[config.mk]
export PLATFORM = sky130hd
export DESIGN_NAME = fir9_stream_driver
export DESIGN_NICKNAME = d
export VERILOG_FILES = /design/src/rtl/fir9_stream_driver.sv
export SDC_FILE = /design/constraint.sdc
export NUM_CORES = 1
export LEC_CHECK = 0
export CORE_UTILIZATION = 35
export DETAILED_ROUTE_END_ITERATION = 8
export GPL_TIMING_DRIVEN = 0
export PLACE_DENSITY_LB_ADDON = 0.3
export SYNTH_ARGS = -nofsm -noshare
export SYNTH_HDL_FRONTEND = slang
export SYNTH_SLANG_ARGS = --single-unit
[constraint.sdc]
create_clock -name clk -period 5.96 [get_ports clk]
set_clock_uncertainty 0.15 [all_clocks]
set_input_delay 1.192 -clock clk [delete_from_list [all_inputs] [get_ports clk]]
set_output_delay 1.192 -clock clk [all_outputs]
set_load 0.01 [all_outputs]
[src/rtl/fir9_stream_driver.sv]
// Upstream driver/monitor for the fir9 threshold detector: holds config, streams
// buffered samples into x, and aligns the returned y to report hits per run.
module fir9_stream_driver #(
  parameter int DEPTH   = 8,
  parameter int FIR_LAT = 3,
  parameter int CNT_W   = 16
) (
  input  logic             clk,
  input  logic             rst_n,
  input  logic             cfg_wr,
  input  logic [3:0]       cfg_addr,
  input  logic [10:0]      cfg_data,
  input  logic             s_valid,
  input  logic [3:0]       s_data,
  output logic             s_ready,
  input  logic             start,
  input  logic [CNT_W-1:0] n_samples,
  output logic [3:0]       x,
  output logic [3:0]       c [0:8],
  output logic [10:0]      thresh,
  input  logic             y,
  output logic             busy,
  output logic             done,
  output logic [CNT_W-1:0] hit_count,
  output logic [CNT_W-1:0] first_hit_idx,
  output logic             first_hit_vld,
  output logic             underrun
);
  localparam int AW = $clog2(DEPTH);
  localparam int FW = $clog2(FIR_LAT + 1);

  typedef enum logic [1:0] {IDLE, RUN, FLUSH, DONE} state_t;
  state_t state;

  logic [3:0]       mem [DEPTH];
  logic [AW-1:0]    wr_ptr, rd_ptr;
  logic [AW:0]      count, count_nxt;
  logic             push, pop, hit;
  logic [CNT_W-1:0] n_lat, slot;
  logic [FW-1:0]    flush_cnt;
  logic [FIR_LAT:0] vld_pipe;
  logic [CNT_W-1:0] idx_pipe [FIR_LAT+1];

  assign push      = s_valid && s_ready;
  assign pop       = (state == RUN) && (count != '0);
  assign count_nxt = count + {{AW{1'b0}}, push} - {{AW{1'b0}}, pop};
  assign hit       = vld_pipe[FIR_LAT] && y;

  always_ff @(posedge clk)
    if (push) mem[wr_ptr] <= s_data;

  // s_ready is registered from the next occupancy so it is 0 only in reset or when full
  always_ff @(posedge clk) begin
    if (!rst_n) begin
      wr_ptr  <= '0;
      rd_ptr  <= '0;
      count   <= '0;
      s_ready <= 1'b0;
    end else begin
      if (push) wr_ptr <= wr_ptr + 1'b1;
      if (pop)  rd_ptr <= rd_ptr + 1'b1;
      count   <= count_nxt;
      s_ready <= (count_nxt != (AW+1)'(DEPTH));
    end
  end

  always_ff @(posedge clk) begin
    if (!rst_n) begin
      for (int i = 0; i < 9; i++) c[i] <= '0;
      thresh <= '0;
    end else if (cfg_wr && state == IDLE) begin
      if (cfg_addr <= 4'd8)       c[cfg_addr] <= cfg_data[3:0];
      else if (cfg_addr == 4'd9) thresh      <= cfg_data;
    end
  end

  // Tag for the slot driven on x this edge; stage FIR_LAT meets the matching y.
  always_ff @(posedge clk) begin
    if (!rst_n) begin
      vld_pipe <= '0;
      for (int i = 0; i <= FIR_LAT; i++) idx_pipe[i] <= '0;
    end else begin
      vld_pipe    <= {vld_pipe[FIR_LAT-1:0], state == RUN};
      idx_pipe[0] <= slot;
      for (int i = 1; i <= FIR_LAT; i++) idx_pipe[i] <= idx_pipe[i-1];
    end
  end

  always_ff @(posedge clk) begin
    if (!rst_n) begin
      state         <= IDLE;
      x             <= '0;
      busy          <= 1'b0;
      done          <= 1'b0;
      n_lat         <= '0;
      slot          <= '0;
      flush_cnt     <= '0;
      hit_count     <= '0;
      first_hit_idx <= '0;
      first_hit_vld <= 1'b0;
      underrun      <= 1'b0;
    end else begin
      done <= 1'b0;
      x    <= '0;
      if (hit) begin
        if (hit_count != '1) hit_count <= hit_count + 1'b1;
        if (!first_hit_vld) begin
          first_hit_idx <= idx_pipe[FIR_LAT];
          first_hit_vld <= 1'b1;
        end
      end
      case (state)
        IDLE: if (start) begin
          n_lat         <= n_samples;
          slot          <= '0;
          hit_count     <= '0;
          first_hit_idx <= '0;
          first_hit_vld <= 1'b0;
          underrun      <= 1'b0;
          if (n_samples == '0) begin
            state <= DONE;
            done  <= 1'b1;
          end else begin
            state <= RUN;
            busy  <= 1'b1;
          end
        end
        RUN: begin
          // an empty FIFO still consumes the slot: fir9 cannot stall
          x    <= pop ? mem[rd_ptr] : 4'd0;
          slot <= slot + 1'b1;
          if (!pop) underrun <= 1'b1;
          if (slot == n_lat - 1'b1) begin
            state     <= FLUSH;
            flush_cnt <= '0;
          end
        end
        FLUSH: begin
          flush_cnt <= flush_cnt + 1'b1;
          if (flush_cnt == FW'(FIR_LAT - 1)) begin
            state <= DONE;
            busy  <= 1'b0;
            done  <= 1'b1;
          end
        end
        DONE: state <= IDLE;
        default: state <= IDLE;
      endcase
    end
  end
endmodule

* Word-level counts from Yosys, hierarchy flattened
Memories as Yosys holds them, arrays and structs flattened. A register that Yosys moved wholly into a read port is not among the register bits. Cells that the tools add are included.
Word-level totals: register bits 134, bits in latches 0, bits in writable memories 96, bits in read-only memories 0, input bits 41, output and inout port bits 88, word-level logic and storage cells 120, memories 2
Memory list:
- idx_pipe | words 4, bits a word 16, rd ports 4, clocked after Yosys merged registers in 0, write ports 4, RTL line 42 | logic [CNT_W-1:0] idx_pipe [FIR_LAT+1];
- mem | words 8, bits a word 4, rd ports 1, clocked after Yosys merged registers in 1, write ports 1, RTL line 35 | logic [3:0] mem [DEPTH];
Cells by class: add/sub/neg operators 8, multipliers 0, div/mod/pow operators 0, magnitude comparators 3, eq/ne operators 13, shifts and indexed selects 0, muxes and demuxes 42, bitwise operators 6, reduce and logical (&&, ||, !) cells 21
Operators by type and width (count):
- $mux W16 | 13
- $bwmux W36 | 1
- $add A16 B1 Y16 const B | 2
- $pmux W16 S2 | 1
- $demux W4 S4 | 1
- $eq A16 B16 Y1 | 1
- $logic_not A16 Y1 | 1
- $ne A16 B16 Y1 const B | 1
- $sub A16 B1 Y16 const B | 1
- $mux W1 | 15
- $reduce_and A3 Y1 | 4
- $mux W2 | 5
- $ne A2 B2 Y1 const B | 4
- $pmux W2 S4 | 1
- $reduce_and A2 Y1 | 4
- $add A3 B1 Y3 const B | 2
- $eq A2 B2 Y1 const B | 3
- $pmux W1 S2 | 3
- $reduce_bool A2 Y1 | 3
- $ge A5 B5 Y1 const B | 1
- $logic_and A1 B1 Y1 | 5
- $lt A5 B1 Y1 const B | 1
- $not A4 Y5 | 1
- $add A4 B1 Y4 | 1
- 15 further kinds | 18

* Depth between registers and ports, before layout
word-level depth 6, depth in mapped cells 12, mapped depth without buffers 11

* Worst setup path after synthesis
OpenSTA, ideal clock, no wires.
kind input port to flip-flop, start in s_valid, end reg s_ready, setup time 125 ps, arrival time 2780 ps, data required time 5685 ps, slack 2905 ps, cell stages on the path 8, buffers on the path 0, cell sequence nand2_1 -> ha_1 -> inv_1 -> ha_1 -> inv_1 -> fa_1 -> inv_1 -> o41a_1
On the way: longest elaborated chain between the ends 4
RTL lines:
- start, declared | RTL line 13 | input logic s_valid,
- $logic_and A1 B1 Y1 | RTL line 44 | assign push = s_valid && s_ready;
- $add A4 B1 Y4 | RTL line 46 | assign count_nxt = count + {{AW{1'b0}}, push} - {{AW{1'b0}}, pop};
- $sub A4 B1 Y4 | RTL line 46
- $ne A4 B4 Y1 | RTL line 63 | s_ready <= (count_nxt != (AW+1)'(DEPTH));
- end signal, assigned | RTL line 63
- end, declared | RTL line 15 | output logic s_ready,
No other way between the ends. A chain may end at the register's enable or synchronous reset.

* Worst setup path in the final report
Ends and elaborated chain as after synthesis.

==> impl_metrics.env <==
export IMPL_async_flop_share_pct=0
export IMPL_postCtsSetupBuffers=0
export IMPL_pwr_share_seq_pct=45.8
export IMPL_ys_ff_latch=234
export IMPL_fmax_ghz=0.311
export IMPL_total_leakage_power_nw=4.13
export IMPL_crit_reg2reg_launch="state[1]$_SDFFE_PN0P_"
export IMPL_path_clk_slew_ns=0.06
export IMPL_power_density_nw_per_um2=327
export IMPL_cpMostUsedCell="inv_1"
export IMPL_fp_dieH_um=164
export IMPL_grt_max_degree=15
export IMPL_switching_share_pct=26.9
export IMPL_reg2reg_to="s_ready$_SDFF_PN0_"
export IMPL_cts_resized_gates=0
export IMPL_final_period_utilization_pct=54.0
export IMPL_critPathMaxStageDelay_ns=0.52
export IMPL_gp_congestion=0.760
export IMPL_die_area_um2=26800
export IMPL_min_period_ns=3.22
export IMPL_critPathRequiredTime_ns=6.20
export IMPL_critPathKind="input port to flip-flop"
export IMPL_core_area_um2=25400
export IMPL_rsz0062_at_grt="false"
export IMPL_ir_drop_mv=0.198
export IMPL_synth_edff_count=32
export IMPL_p_comb_share_pct=17.7
export IMPL_clock_latency_ns=0.51
export IMPL_htree_levels=1
export IMPL_critPathArrivalTime_ns=3.46
export IMPL_syn_cell_area_um2=9160
export IMPL_post_route_drc_count=0
export IMPL_yosys_warnings=0
export IMPL_io_buffers=124
export IMPL_p_switching_w=0.00102
export IMPL_ant_nets=0
export IMPL_grt_pass1_wl_mm=30.5
export IMPL_finalSetupViolCount=0
export IMPL_clock_sinks=234
export IMPL_antenna_cells=0
export IMPL_cap_violations=0
export IMPL_synth_fp_nets=944
export IMPL_pin_count=129
export IMPL_crit_buf_inv=4
export IMPL_ff2ff_path_depth=11
export IMPL_clock_path_buffers=3
export IMPL_final_nets=1094
export IMPL_cp_num_cells=9
export IMPL_cts_tree="built"
export IMPL_power_internal_w=0.00276
export IMPL_worst_slew_pin_slew_ns=1.08
export IMPL_synth_area_leaders="dfxtp_1, edfxtp_1, mux2i_1"
export IMPL_setup_tns_ns=0
export IMPL_netlist_area_leader_share_pct=44.2
export IMPL_rows=58
export IMPL_drt_iter0_markers=251
export IMPL_root_buffer="clkbuf_16"
export IMPL_grt_usage_pct=14.0
export IMPL_dp_final_hpwl_mm=13.5
export IMPL_crit_family="adder cells"
export IMPL_cts_buffers=24
export IMPL_cp_cell_sequence="clkdlybuf4s50_1, nand2_1, ha_1, inv_1, ha_1, inv_1, fa_1, inv_1, o41a_1"
export IMPL_maxSlewHeadroom_pct=27.5
export IMPL_synthToLayoutAreaGrowth_pct=26.0
export IMPL_final_hold_violation_count=0
export IMPL_hold_path_class="flip-flop to flip-flop"
export IMPL_synthCells=888
export IMPL_ys_flop_type="dfxtp_1"
export IMPL_synth_area_leader_cell="dfxtp_1"
export IMPL_drt_wl_total_mm=18.6
export IMPL_synth_commonest_cells="dfxtp_1, nand2_1, and2_1"
export IMPL_outcome="finished, final reports clean"
export IMPL_synth_most_common_cell="dfxtp_1"
export IMPL_vias=6261
export IMPL_die_w_um=164
export IMPL_holdWs_ns=0.278
export IMPL_grt_antenna_before_repair=0
export IMPL_cp_end_kind="flip-flop"
export IMPL_synth_distinct_cells=53
export IMPL_drt_vias_per_instance=4.52
export IMPL_final_max_slew_viol_count=0
export IMPL_startpoint_type="input port"
export IMPL_wl_per_cell_um=13.4
export IMPL_endpoint="s_ready$_SDFF_PN0_"
export IMPL_slowest_stage="clkdlybuf4s50_1"
export IMPL_ff2ff_setup_slack_ns=3.08
export IMPL_grt_ovfl_total=0
export IMPL_startpoint="s_valid"
export IMPL_synth_seq_area_share_pct=54.7
export IMPL_grt_pass1_vias=5944
export IMPL_start_util_pct=36.0
export IMPL_synthesis_area_per_instance_um2=10.3
export IMPL_path_max_fanout=7
export IMPL_holdBufCountCts=0
export IMPL_p_clk_share_pct=36.5
export IMPL_drive_above_1_share_pct=4.73
export IMPL_dr_pass1_iters=4
==> placed cells by master, fill, tap and decap left out, types with 4 or more instances in the layout <==
cell / instances
clkdlybuf4s50_1: 124
and4_1: 4
nor4_1: 8
nand2b_1: 6
and3_1: 7
clkbuf_16: 24
nor3b_1: 4
and2_1: 78
dfxtp_1: 202
inv_1: 16
o21ai_0: 15
mux4_2: 8
a21oi_1: 24
nor3_1: 10
nor2b_1: 57
nand2_1: 115
edfxtp_1: 32
nor2_1: 50
xnor2_1: 23
nand3_1: 20
a21boi_0: 22
mux2i_1: 58
nand4_1: 8
ha_1: 14
clkbuf_1: 47
xor2_1: 25
==> cell families after synthesis <==
logic type,count (synthesis),share of synthesized area (%)
simple gates,383,21.9
mux,69,8.68
buf+inv,60,2.50
flops,234,54.7
fa+ha+maj,15,2.13
xor+xnor,48,4.59
compound gates,79,5.56
==> layout make-up <==
type	count	area [µm²]
Fill cell	2461	13900
Sequential cell	234	5000
Multi-Input combinational cell	594	3920
Timing Repair Buffer	124	1240
Clock buffer	35	672
Tap cell	330	413
Buffer	44	169
Inverter	16	60.1
Clock inverter	9	58.8
==> registers in the layout, summed over array words and instances (netlist names), 2 cells and up <==
name	flops
idx_pipe	64
c	36
mem	32
first_hit_idx	16
hit_count	16
n_lat	16
slot	16
thresh	11
count	4
vld_pipe	4
x	4
rd_ptr	3
wr_ptr	3
flush_cnt	2
state	2
==> worst min path at each step <==
stage / from / to / slack, ns / cells past startpoint
floorplan: idx_pipe[0][0]$_SDFF_PN0_ / idx_pipe[1][0]$_SDFF_PN0_ / 0.26 / 1
global placement: idx_pipe[1][15]$_SDFF_PN0_ / idx_pipe[2][15]$_SDFF_PN0_ / 0.27 / 1
detailed placement: idx_pipe[0][12]$_SDFF_PN0_ / idx_pipe[1][12]$_SDFF_PN0_ / 0.27 / 1
CTS: idx_pipe[1][11]$_SDFF_PN0_ / idx_pipe[2][11]$_SDFF_PN0_ / 0.28 / 1
global route: idx_pipe[1][10]$_SDFF_PN0_ / idx_pipe[2][10]$_SDFF_PN0_ / 0.29 / 1
finish: idx_pipe[1][3]$_SDFF_PN0_ / idx_pipe[2][3]$_SDFF_PN0_ / 0.28 / 1
==> per-stage QoR <==
step                setup WS (ns)  total power, W  instance area [µm²]  utilization [%]  instances
CTS                          2.75         0.00384                11500             45.4       1386
finish                       2.74         0.00378                11500             45.4       1386
detailed placement           2.20         0.00244                10800             42.6       1342
floorplan                    2.90         0.00224                 9160                -        888
global placement             2.22         0.00243                10800             42.6       1342
global route                 2.65         0.00399                11500             45.4       1386
==> worst register-to-register path, stage by stage, from the launching register on <==
cell,delay (ns)
dfxtp_1,0.31
inv_1,0.10
ha_1,0.25
nor2b_1,0.15
clkbuf_1,0.29
ha_1,0.30
inv_1,0.06
ha_1,0.15
inv_1,0.05
fa_1,0.49
inv_1,0.05
o41a_1,0.41
==> layer usage <==
metal,vias up,track usage (%),part of all wire [%]
met5,-,0,0
met4,0,3.20,1.6
met3,23,3.91,6.4
met2,130,21.6,43
met1,2817,19.4,49
li1,3291,-,-
==> power groups by stage <==
stage	sequential, W	combinational [W]	clock, W
2_1_floorplan	0.00176	0.000480	0
3_3_place_gp	0.00177	0.000663	0
3_5_place_dp	0.00177	0.000675	0
4_1_cts	0.00173	0.000678	0.00143
5_1_grt	0.00174	0.000757	0.00149
6_report	0.00173	0.000668	0.00138
Note: power is estimated with default switching activity, not from simulation.
